### config.mk
export PLATFORM = sky130hd
export DESIGN_NAME = fifo_flex
export DESIGN_NICKNAME = d
export VERILOG_FILES = /design/src/rtl/fifo_pkg.sv /design/src/rtl/fifo_ptr.sv /design/src/rtl/fifo_flex.sv
export SDC_FILE = /design/constraint.sdc
export NUM_CORES = 1
export LEC_CHECK = 0
export ABC_AREA = 1
export CAP_MARGIN = 20
export CORE_MARGIN = 4
export CORE_UTILIZATION = 45
export CTS_CLUSTER_DIAMETER = 40
export DETAILED_ROUTE_END_ITERATION = 10
export HOLD_SLACK_MARGIN = 0.02
export PLACE_DENSITY = 0.65
export SLEW_MARGIN = 20
export SYNTH_ARGS = -nofsm -noshare
export SYNTH_HDL_FRONTEND = slang
export SYNTH_SLANG_ARGS = --single-unit
export TNS_END_PERCENT = 1
### constraint.sdc
create_clock -name clk -period 3.3 [get_ports clk]
set_clock_uncertainty 0.2 [all_clocks]
set_input_delay 0.495 -clock clk [delete_from_list [all_inputs] [get_ports clk]]
set_output_delay 0.495 -clock clk [all_outputs]
set_load 0.1 [all_outputs]
### src/rtl/fifo_pkg.sv
// Shared FIFO helpers: constant clog2 and the FWFT mode selectors used by all FIFO variants.
package fifo_pkg;

  localparam int unsigned FWFT_OFF = 0;
  localparam int unsigned FWFT_ON  = 1;

  // Ceiling log2, usable in constant expressions; clog2(1) = 0.
  function automatic int unsigned clog2(input int unsigned value);
    int unsigned result;
    result = 0;
    for (int unsigned i = 0; i < 32; i++) begin
      if ((64'd1 << i) < 64'(value)) result = i + 1;
    end
    return result;
  endfunction

endpackage

### src/rtl/fifo_ptr.sv
// Wrapping storage pointer: advances on inc and returns to 0 after DEPTH-1.
module fifo_ptr
  import fifo_pkg::*;
#(
  parameter  int unsigned DEPTH = 8,
  localparam int unsigned PW    = clog2(DEPTH)
) (
  input  logic          clk,
  input  logic          reset,
  input  logic          inc,
  output logic [PW-1:0] ptr
);

  logic [PW-1:0] r_ptr;

  always_ff @(posedge clk) begin
    if (reset) begin
      r_ptr <= '0;
    end else if (inc) begin
      if (r_ptr == PW'(DEPTH - 1)) r_ptr <= '0;
      else                         r_ptr <= r_ptr + PW'(1);
    end
  end

  assign ptr = r_ptr;

endmodule

### src/rtl/fifo_flex.sv
// Synchronous FIFO with any depth >= 2, selectable registered-read or first-word-fall-through
// output, programmable almost-full/almost-empty thresholds and sticky overflow/underflow flags.
module fifo_flex
  import fifo_pkg::*;
#(
  parameter  int unsigned WIDTH     = 8,
  parameter  int unsigned DEPTH     = 8,
  parameter  int unsigned FWFT      = FWFT_OFF,
  parameter  int unsigned AFULL_TH  = DEPTH - 1,
  parameter  int unsigned AEMPTY_TH = 1,
  localparam int unsigned CW        = clog2(DEPTH + 1),
  localparam int unsigned PW        = clog2(DEPTH)
) (
  input  logic             clk,
  input  logic             reset,
  input  logic             en_wr,
  input  logic             en_rd,
  input  logic [WIDTH-1:0] din,
  input  logic             clr_err,
  output logic [WIDTH-1:0] dout,
  output logic             rd_valid,
  output logic             empty,
  output logic             full,
  output logic             almost_empty,
  output logic             almost_full,
  output logic [CW-1:0]    count,
  output logic             overflow,
  output logic             underflow
);

  if (DEPTH < 2) begin : g_chk_depth
    $error("fifo_flex: DEPTH must be at least 2");
  end
  if (AFULL_TH > DEPTH) begin : g_chk_afull
    $error("fifo_flex: AFULL_TH must not exceed DEPTH");
  end
  if (AEMPTY_TH >= DEPTH) begin : g_chk_aempty
    $error("fifo_flex: AEMPTY_TH must be below DEPTH");
  end

  logic [WIDTH-1:0] r_mem [DEPTH];
  logic [CW-1:0]    r_count;
  logic             r_overflow;
  logic             r_underflow;
  logic [PW-1:0]    w_ptr_wr;
  logic [PW-1:0]    w_ptr_rd;
  logic             w_empty;
  logic             w_full;
  logic             w_rd_ok;
  logic             w_wr_ok;

  assign w_empty = (r_count == '0);
  assign w_full  = (r_count == CW'(DEPTH));
  assign w_rd_ok = en_rd & ~w_empty;
  // A full FIFO still takes a write when a read frees a slot in the same cycle.
  assign w_wr_ok = en_wr & (~w_full | w_rd_ok);

  fifo_ptr #(.DEPTH(DEPTH)) u_ptr_wr (
    .clk   (clk),
    .reset (reset),
    .inc   (w_wr_ok),
    .ptr   (w_ptr_wr)
  );

  fifo_ptr #(.DEPTH(DEPTH)) u_ptr_rd (
    .clk   (clk),
    .reset (reset),
    .inc   (w_rd_ok),
    .ptr   (w_ptr_rd)
  );

  // Storage is intentionally not reset; occupancy gating hides stale words.
  always_ff @(posedge clk) begin
    if (w_wr_ok) r_mem[w_ptr_wr] <= din;
  end

  always_ff @(posedge clk) begin
    if (reset) begin
      r_count     <= '0;
      r_overflow  <= 1'b0;
      r_underflow <= 1'b0;
    end else begin
      r_count     <= r_count + CW'(w_wr_ok) - CW'(w_rd_ok);
      r_overflow  <= (en_wr & ~w_wr_ok) | (r_overflow & ~clr_err);
      r_underflow <= (en_rd & w_empty) | (r_underflow & ~clr_err);
    end
  end

  if (FWFT == FWFT_ON) begin : g_fwft
    // Head word is presented directly; forced to zero while empty so stale storage never leaks.
    assign dout     = w_empty ? '0 : r_mem[w_ptr_rd];
    assign rd_valid = ~w_empty;
  end else begin : g_regrd
    logic [WIDTH-1:0] r_dout;
    logic             r_rd_valid;

    always_ff @(posedge clk) begin
      if (reset) begin
        r_dout     <= '0;
        r_rd_valid <= 1'b0;
      end else begin
        r_rd_valid <= w_rd_ok;
        if (w_rd_ok) r_dout <= r_mem[w_ptr_rd];
      end
    end

    assign dout     = r_dout;
    assign rd_valid = r_rd_valid;
  end

  assign empty        = w_empty;
  assign full         = w_full;
  assign almost_empty = (32'(r_count) <= AEMPTY_TH);
  assign almost_full  = (32'(r_count) >= AFULL_TH);
  assign count        = r_count;
  assign overflow     = r_overflow;
  assign underflow    = r_underflow;

endmodule

==> impl_metrics.toml <==
[floorplan]
rows = 33
fp.dieH_microns = 99.2
die_area_sq_um = 9840
core_area_sq_um = 8130
start_util = 0.460
boundaryPins = 32
fp.dieW_microns = 99.2

[hold_path]
hold_path.class = "register to register"

[logic_synthesis]
syn_inst = 384
yosys.area.top_type = "edfxtp_1"
yosys_register_bits = 85
synthArstFlopShare = 0
syn_area_per_cell_sq_um = 9.75
yosys-top-cells-area = "edfxtp_1, dfxtp_1, nand2_1, nand3_1, inv_1"
synthesis.nets = 409
ys.flop_type = "edfxtp_1"
ys_seq_area_frac = 0.626
ys_types = 23
yosysWarnings = 0
synth_top_area_share = 0.513
synth_area_sq_um = 3740
synth_edf_count = 64

[setup_path]
cp.arrival_ns = 2.23
crit_family = "simple AND/OR/NAND/NOR gates"
crit_required_ns = 3.08
end_kind = "register"
cpMaxStageDelayCell = "nor2_1"
endpoint = "r_mem[5][4]$_DFFE_PP_"
crit_path_max_fanout = 19
reg2regPathDepth = 9
reg2reg_slack_ns = 0.84
regToRegEndpoint = "r_mem[5][4]$_DFFE_PP_"
crit_cells = 9
critPathBufInv = 2
max_stage_delay_ns = 0.56
crit_type = "register to register"
reg2reg_from = "count[2]$_SDFF_PP0_"
path_cells = "inv_1 > ha_1 > nand2_2 > nand2_4 > nand2_4 > nand2_4 > inv_2 > nand2_1 > nor2_1"
cp_common_cell = "nand2_4"
crit_path_start_kind = "register"
startpoint = "count[2]$_SDFF_PP0_"

[run_status]
status = "complete, no violations"

[drt]
dr.first_iter.drc_count = 202
first_pass_iters = 5
wl_microns = 7980
drc = 0
drt-vias-per-instance = 5.01
ant_nets = 0
drt-wirelength-per-cell_microns = 15.2
vias = 2624

[clock_network]
cts_setup_buffers = 0
cts_sinks = 85
cts_buffer_depth = 2
ctsResizeCount = 0
htreeDepth = 3
cts_tree = "yes"
root_buffer = "clkbuf_8"
clk_pin_slew_ns = 0.08
numCtsBuffers = 9
clock_latency_ns = 0.34
cts-hold-fix-buffers = 0

[run]
max_cap_viol_count = 0

[pwr]
clockPowerShare = 0.199
p_seq_frac = 0.368
switching_share = 0.450
power.switching_mw = 1.74
p_leak_nw = 1.87
internal-power_mw = 2.13
vdd_drop_max_uv = 334
pwr-share-comb = 0.433
p_per_area_nw_per_um2 = 899

[placement]
place_area_sq_um = 4090
hpwl_microns = 5620
numPortBuffers = 31
routabilityCongestion = 0.831

[timing]
final_hold_viol_count = 0
slew_violations = 0
worst_pin_slew_ns = 0.718
grt_setup_unrepaired = "false"
min_period_ns = 2.46
setup_viol_count_final = 0
slew_headroom = 0.521
setup_tns_ns = 0
fmax_mhz = 407
fin_crit_sh = 0.744

[global_route]
grt_pass1_vias = 2440
overflow = 0
grt_max_degree = 34
grt.total_usage = 0.170
grt_pass1_wl_microns = 12600
antenna_found_initial = 0

[layout]
fin_nets = 439
antenna_cells = 0
drive_gt1_frac = 0.117
fin_area_sq_um = 4300
area.growth.synth_to_final_pct = 14.9
[how the worst min path moves through the flow]
| stage | start | end | slack, ns | cells past startpoint |
|---|---|---|---|---|
| global placement | underflow$_SDFF_PP0_ | underflow$_SDFF_PP0_ | 0.25 | 2 |
| CTS | overflow$_SDFF_PP0_ | overflow$_SDFF_PP0_ | 0.27 | 2 |
| finish | overflow$_SDFF_PP0_ | overflow$_SDFF_PP0_ | 0.27 | 2 |
| floorplan | u_ptr_wr.ptr[0]$_SDFFE_PP0P_ | u_ptr_wr.ptr[0]$_SDFFE_PP0P_ | 0.29 | 2 |
| detailed placement | overflow$_SDFF_PP0_ | overflow$_SDFF_PP0_ | 0.26 | 2 |
| global route | underflow$_SDFF_PP0_ | underflow$_SDFF_PP0_ | 0.30 | 2 |
[stage by stage]
stage,power (mW),util,hold WS [ns],instances,worst slack [ns]
4_1_cts,3.89,0.529,0.272,524,0.870
3_5_place_dp,3.13,0.503,0.260,508,0.602
6_report,3.87,0.529,0.268,524,0.845
3_3_place_gp,3.11,0.503,0.254,508,0.643
5_1_grt,4.07,0.529,0.296,524,0.703
2_1_floorplan,2.76,-,0.286,384,0.0863
[layout by cell type (no fill, tap or decap)]
| master | synthesis | final |
|---|---|---|
| nand2_2 | 1 | 1 |
| a22oi_1 | 1 | 1 |
| inv_1 | 61 | 61 |
| nand2_1 | 105 | 105 |
| clkinvlp_4 | 0 | 1 |
| o21ai_0 | 3 | 3 |
| dfxtp_1 | 21 | 19 |
| nand2_4 | 3 | 3 |
| or2_4 | 1 | 1 |
| clkbuf_8 | 0 | 9 |
| nor2_2 | 4 | 4 |
| fa_1 | 1 | 1 |
| dfxtp_2 | 0 | 2 |
| nor3b_4 | 0 | 1 |
| clkinv_1 | 1 | 3 |
| nor2_1 | 19 | 19 |
| ha_1 | 11 | 11 |
| clkdlybuf4s50_1 | 0 | 12 |
| clkbuf_1 | 2 | 2 |
| inv_2 | 4 | 4 |
| buf_4 | 0 | 21 |
| a21o_1 | 2 | 2 |
| edfxtp_1 | 64 | 64 |
| bufinv_16 | 0 | 2 |
| o21ai_1 | 1 | 1 |
| a21oi_1 | 15 | 15 |
| nand3_1 | 50 | 50 |
| xnor2_1 | 1 | 1 |
[per-layer routing]
| metal | share of wire | vias up | global-route usage |
|---|---|---|---|
| met5 | 0 | - | 0 |
| met4 | 0.016 | 0 | 0.0704 |
| met3 | 0.062 | 12 | 0.0344 |
| met2 | 0.47 | 88 | 0.267 |
| met1 | 0.45 | 1232 | 0.230 |
| li1 | - | 1292 | - |
[power groups by stage]
stage	combinational, mW	sequential [mW]	clock (mW)
2_1_floorplan	0.921	1.84	0
3_3_place_gp	1.67	1.44	0
3_5_place_dp	1.68	1.45	0
4_1_cts	1.69	1.43	0.779
5_1_grt	1.80	1.45	0.825
6_report	1.68	1.42	0.768
[registers in the layout, summed over array words and instances (netlist names)]
register	flops
u_ptr_rd.ptr	3
overflow	1
count	4
dout	8
u_ptr_wr.ptr	3
r_mem	64
underflow	1
rd_valid	1
[cells by family (layout without fill, tap and decap cells)]
| group | Yosys count | in the layout | synth area share |
|---|---|---|---|
| and+or+nand+nor | 184 | 184 | 0.214 |
| xor gates and xnor gates | 1 | 1 | 0.00234 |
| DFF | 85 | 85 | 0.626 |
| buffers and inverters | 80 | 115 | 0.0842 |
| AOI/OAI and AO/OA | 22 | 22 | 0.0314 |
| adders and majority gates | 12 | 12 | 0.0421 |
[Yosys cell counts (all sizes together), types with 2 or more instances]
| library cell | count |
|---|---|
| nand3 | 50 |
| buf | 12 |
| ha | 11 |
| nand2 | 109 |
| a21oi | 15 |
| inv | 65 |
| dfxtp | 21 |
| edfxtp | 64 |
| o21ai | 4 |
| a21o | 2 |
| nor2 | 23 |
| clkbuf | 2 |
[worst reg2reg max path: cells and delay by family, from the launching register on]
kind	cells	cell delay [ns]
buffers and inverters	2	0.16
flip-flops	1	0.35
adder cells (fa/ha/maj)	1	0.24
AND/OR/NAND/NOR	6	1.13
[final cells by class]
class,instances,area [sq um]
sequential,85,2340
multi-input combinational,219,1090
clock buffer,11,131
inverter,66,248
timing repair buffer,33,278
fill,714,3830
tap,105,131
clock inverter,5,75.1
Note: power is estimated with default switching activity, not from simulation.
